==> config.mk <==
export PLATFORM = sky130hd
export DESIGN_NAME = reg_scoreboard
export DESIGN_NICKNAME = d
export VERILOG_FILES = /design/src/rtl/reg_scoreboard_pkg.sv /design/src/rtl/sb_entry.sv /design/src/rtl/reg_scoreboard.sv
export SDC_FILE = /design/constraint.sdc
export NUM_CORES = 1
export LEC_CHECK = 0
export BUFFER_PORTS_ARGS = -buffer_cell sky130_fd_sc_hd__clkbuf_2
export CAP_MARGIN = 20
export CORE_MARGIN = 3
export CORE_UTILIZATION = 46
export CTS_CLUSTER_SIZE = 28
export DETAILED_ROUTE_END_ITERATION = 7
export SLEW_MARGIN = 20
export SYNTH_ARGS = -nofsm -noshare
export SYNTH_HDL_FRONTEND = slang
export SYNTH_SLANG_ARGS = --single-unit
==> constraint.sdc <==
create_clock -name clk -period 6.5 [get_ports clk]
set_input_delay 0.325 -clock clk [delete_from_list [all_inputs] [get_ports clk]]
set_output_delay 0.325 -clock clk [all_outputs]
set_load 0.005 [all_outputs]
==> src/rtl/reg_scoreboard_pkg.sv <==
// Shared constants for the GRF write-tracking scoreboard: register count,
// default parameter values and the pipeline's named Tuse/Tnew timings.
package reg_scoreboard_pkg;
  localparam int NREG       = 32;
  localparam int TW_DEF     = 2;
  localparam int MAXOUT_DEF = 3;

  localparam int TUSE_BR   = 0;
  localparam int TUSE_ALU  = 1;
  localparam int TNEW_ALU  = 1;
  localparam int TNEW_LOAD = 2;
endpackage

==> src/rtl/sb_entry.sv <==
// One GRF register's tracking state: outstanding-write count and the
// countdown until the newest in-flight result becomes forwardable.
module sb_entry #(
  parameter int TW     = 2,
  parameter int MAXOUT = 3
) (
  input  logic          clk,
  input  logic          reset,
  input  logic          flush,
  input  logic          issue_hit,
  input  logic [TW-1:0] issue_tnew,
  input  logic          wb_hit,
  output logic          pending,
  output logic [TW-1:0] tn,
  output logic          overflow
);
  localparam int OCW = $clog2(MAXOUT + 1);

  logic [OCW-1:0] oc_reg, oc_next;
  logic [TW-1:0]  tn_reg, tn_next;
  logic           wb_ok;

  // A writeback with nothing outstanding is stale and must not underflow.
  assign wb_ok = wb_hit & (oc_reg != '0);

  always_comb begin
    oc_next  = oc_reg;
    tn_next  = (tn_reg != '0) ? tn_reg - TW'(1) : tn_reg;
    overflow = 1'b0;
    if (issue_hit) begin
      tn_next = issue_tnew;
      if (!wb_ok) begin
        if (oc_reg == OCW'(MAXOUT))
          overflow = 1'b1;
        else
          oc_next = oc_reg + OCW'(1);
      end
    end else if (wb_ok) begin
      oc_next = oc_reg - OCW'(1);
    end
  end

  always_ff @(posedge clk) begin
    if (reset || flush) begin
      oc_reg <= '0;
      tn_reg <= '0;
    end else begin
      oc_reg <= oc_next;
      tn_reg <= tn_next;
    end
  end

  assign pending = (oc_reg != '0);
  assign tn      = tn_reg;
endmodule

==> src/rtl/reg_scoreboard.sv <==
// GRF hazard scoreboard: tracks in-flight writes for registers 1..31 and
// derives decode stall and forwarding-required flags from them.
module reg_scoreboard
  import reg_scoreboard_pkg::*;
#(
  parameter int TW     = TW_DEF,
  parameter int MAXOUT = MAXOUT_DEF
) (
  input  logic          clk,
  input  logic          reset,
  input  logic          issue_valid,
  input  logic [4:0]    issue_rd,
  input  logic [TW-1:0] issue_tnew,
  input  logic [4:0]    rs,
  input  logic [4:0]    rt,
  input  logic [TW-1:0] rs_tuse,
  input  logic [TW-1:0] rt_tuse,
  input  logic          wb_en,
  input  logic [4:0]    wb_addr,
  input  logic          flush,
  output logic          stall,
  output logic          rs_busy,
  output logic          rt_busy,
  output logic          err
);
  logic [NREG-1:0] pending;
  logic [NREG-1:0] overflow;
  logic [TW-1:0]   tn [NREG];
  logic            issue_ok;
  logic            rs_late, rt_late;
  logic            err_reg;

  // Register 0 is hardwired to zero and never tracked.
  assign pending[0]  = 1'b0;
  assign overflow[0] = 1'b0;
  assign tn[0]       = '0;

  // stall depends only on registered state and decode sources, so gating
  // issue with it forms no combinational loop.
  assign issue_ok = issue_valid & ~stall & (issue_rd != 5'd0);

  generate
    for (genvar gi = 1; gi < NREG; gi++) begin : g_entry
      sb_entry #(.TW(TW), .MAXOUT(MAXOUT)) u_entry (
        .clk        (clk),
        .reset      (reset),
        .flush      (flush),
        .issue_hit  (issue_ok & (issue_rd == 5'(gi))),
        .issue_tnew (issue_tnew),
        .wb_hit     (wb_en & (wb_addr == 5'(gi))),
        .pending    (pending[gi]),
        .tn         (tn[gi]),
        .overflow   (overflow[gi])
      );
    end
  endgenerate

  assign rs_busy = (rs != 5'd0) & pending[rs];
  assign rt_busy = (rt != 5'd0) & pending[rt];
  assign rs_late = tn[rs] > rs_tuse;
  assign rt_late = tn[rt] > rt_tuse;
  assign stall   = (rs_busy & rs_late) | (rt_busy & rt_late);

  // Sticky; a flush cancels the overflowing issue, so it cannot set err.
  always_ff @(posedge clk) begin
    if (reset)
      err_reg <= 1'b0;
    else if (!flush && (|overflow))
      err_reg <= 1'b1;
  end

  assign err = err_reg;
endmodule
==> metrics.txt <==
combinational power share=0.111; H-tree Lvls=4; Die Wd=151 microns; Area Growth Syn to Fin=8.75%; Core Footprint=20500 sq um; Worst Hold Class=primary input to register; critical path class=primary input to register; share of layout cells above drive strength 1=0.107; first-pass GRT wire length=between 40000 and 50000 microns; Synth Instances=1257; Clk pin slew, worst setup/hold paths=0.06 ns; initial antenna violation count=0; post-CTS resize count=0; Async SR Flop Fraction=0; sw frac=0.273; maximum VDD drop=~0.15 mV; Initial Util=0.475; pin count of the biggest net entering global routing=73; net count after synthesis=approximately 1300; Clk pwr share=0.499; outcome=complete, no violations; CTS tree=done; Nets=1309; Cell Count, Final, Fillers Out=1527; critical path launch point type=primary input; DRT iter0 DRCs=1054; vias in the first global route=8527; Netlist Area Pre-Place=9730 sq um; max-slew violation count=0; Post-synth EDFFs=0; Yosys warning total=0; minimum clock period=4.89 ns; Clock Skew=0.00976 ns; leakage power=about 3.8 nW; CTS Hold Bufs=0; clock latency on the worst-skew pair=0.44 ns; setup violators final=0; # clock sinks=around 130; share of power burned in registers=0.390; DRC viols=0; pre-CTS WS=1.28 ns; Int Power=between 1 and 1.5 mW; Least-Margin Pin Slew=1.17 ns; grt ovf=0; Placed Cells=1494; crit-path max FO=36; period utilization=0.752; Seq cells post-synth=around 130; average cell area after synthesis=7.74 sq um; vias=9431; dominant synthesized flop cell=dfxtp_1; die height=151 microns; Fillers=2048; standard-cell rows=52; RSZ-0062 raised after global routing=false; ANT nets after route=0; Slew headroom=0.216; final WL=around 32000 microns; CP required=approximately 6.8 ns; GRT Overall Usage=0.281; post-synthesis sequential area ratio=0.257; Setup crit end kind=register; Clock Path Buffers=2; Pwr Density=189 nW/um^2; die area=22900 sq um; setup TNS=0 ns; via/cell ratio=6.18; Min Hold Slack=0.401 ns; Fmax achieved=a little over 0.2 GHz; RePlAce Congestion=0.909; Final WS setup=1.61 ns; final-report hold violation count=0; CTS Buf Count=17; Root Driver=clkbuf_16; Core Util, Final=0.516; drt pass-1 iters=5; Max-Cap Viols=0; # IOs=35; setup bufs post-CTS=0; WP data arrival=5.21 ns; net switching power=approximately 0.54 mW; routed wire length per instance=approximately 21 microns; # port buffers=34; DP Wirelength=23100 microns; post-synth cell types=70
-- power groups by stage --
stage / combinational (mW) / clock (mW) / sequential, mW
finish: 0.222 / 0.995 / 0.778
detailed placement: 0.218 / 0 / 0.795
global placement: 0.217 / 0 / 0.795
floorplan: 0.155 / 0 / 0.792
CTS: 0.218 / 1.00 / 0.778
global route: 0.240 / 1.04 / 0.778
-- path summary, 6_finish.rpt --
path	start	endpoint	slack, ns	depth (start not counted)
setup / recovery	rt[1]	g_entry[16].u_entry.oc_reg[0]$_SDFFE_PP0P_	1.61	16
hold / removal	reset	err$_SDFFE_PP0P_	0.40	2
setup reg to reg	g_entry[11].u_entry.tn[1]$_SDFFE_PP0P_	g_entry[16].u_entry.oc_reg[0]$_SDFFE_PP0P_	1.62	13
hold reg to reg	err$_SDFFE_PP0P_	err$_SDFFE_PP0P_	0.48	2
-- metal layers --
layer / track usage / up-vias / wire (microns)
met5: 0 / - / 0
met4: 0.0834 / 0 / 788
met3: 0.0616 / 63 / 2770
met2: 0.429 / 408 / 13900
met1: 0.399 / 4472 / 14200
li1: - / 4488 / -
-- critical path, stage by stage --
cell,delay (ns)
clkbuf_2,0.35
buf_4,0.33
nand2b_1,0.24
o21ai_0,0.10
mux4_2,0.45
mux2_2,0.27
ha_1,0.29
nor2b_1,0.13
o21ai_0,0.26
nor4b_1,0.10
a22o_1,0.46
nor2_8,0.49
inv_2,0.32
nor3_1,0.68
nor4_1,0.11
a221o_1,0.28
-- placed cells by master, fill, tap and decap left out, types with 5 or more instances in the layout --
master,netlist,routed
nor2_1,164,163
nand2_1,151,151
dfxtp_1,125,125
inv_1,77,77
o21ai_0,68,68
mux2i_1,56,56
a21oi_1,53,53
nand3_1,45,45
xnor2_1,43,43
nor3_1,41,41
mux4_2,37,37
ha_1,35,35
clkbuf_2,0,34
o31ai_1,22,22
o22ai_1,20,20
and2_1,20,20
nand4_1,20,20
nor2b_1,19,19
clkbuf_16,0,17
or3_1,15,15
xor2_1,15,15
o21bai_1,13,13
nor4_1,12,12
o32ai_1,12,12
and3_1,9,9
nand2b_1,8,8
a211oi_1,8,8
buf_4,3,8
a31oi_1,6,6
a221o_1,5,5
a2111oi_0,5,5
-- cell usage after synthesis (12+ instances only) --
master	number	area (sq um)
or3_1	15	93.8
inv_1	77	289
nand3_1	45	225
nor2b_1	19	119
nand2_1	151	567
o21ai_0	68	340
xnor2_1	43	377
dfxtp_1	125	2500
o21bai_1	13	97.6
mux2i_1	56	561
a21oi_1	53	265
o32ai_1	12	105
o31ai_1	22	165
clkbuf_1	53	199
xor2_1	15	131
nor4_1	12	75.1
nor3_1	41	205
nand4_1	20	125
nor2_1	164	616
o22ai_1	20	125
ha_1	35	438
mux4_2	37	833
and2_1	20	125
-- kinds of logic (layout without fill, tap and decap cells) --
family | count (synthesis) | in the layout | synth area share
compound gates | 255 | 255 | 0.173
xor+xnor | 58 | 58 | 0.0522
fa+ha+maj | 35 | 35 | 0.0450
buf+inv | 154 | 153 | 0.0641
flops | 125 | 125 | 0.257
mux | 98 | 98 | 0.149
other cells | 0 | 1 | 0
simple gates | 532 | 532 | 0.259
-- metrics by stage --
stage / total power, mW / instance area (sq um)
final: 2.00 / 10600
after CTS: 2.00 / 10600
after global placement: 1.01 / 9970
after global routing: 2.06 / 10600
after detailed placement: 1.01 / 9970
after floorplan: 0.947 / 9730
-- cell type report --
cell class	count	area, sq um	area share
inverter	79	297	0.0280
tap	270	338	0.0319
clock buffer	21	450	0.0426
antenna	1	2.50	0.000237
sequential	125	2500	0.237
clock inverter	11	143	0.0135
timing repair buffer	42	230	0.0218
multi-input combinational	978	6610	0.625
Power figures use the tool's default switching activity.
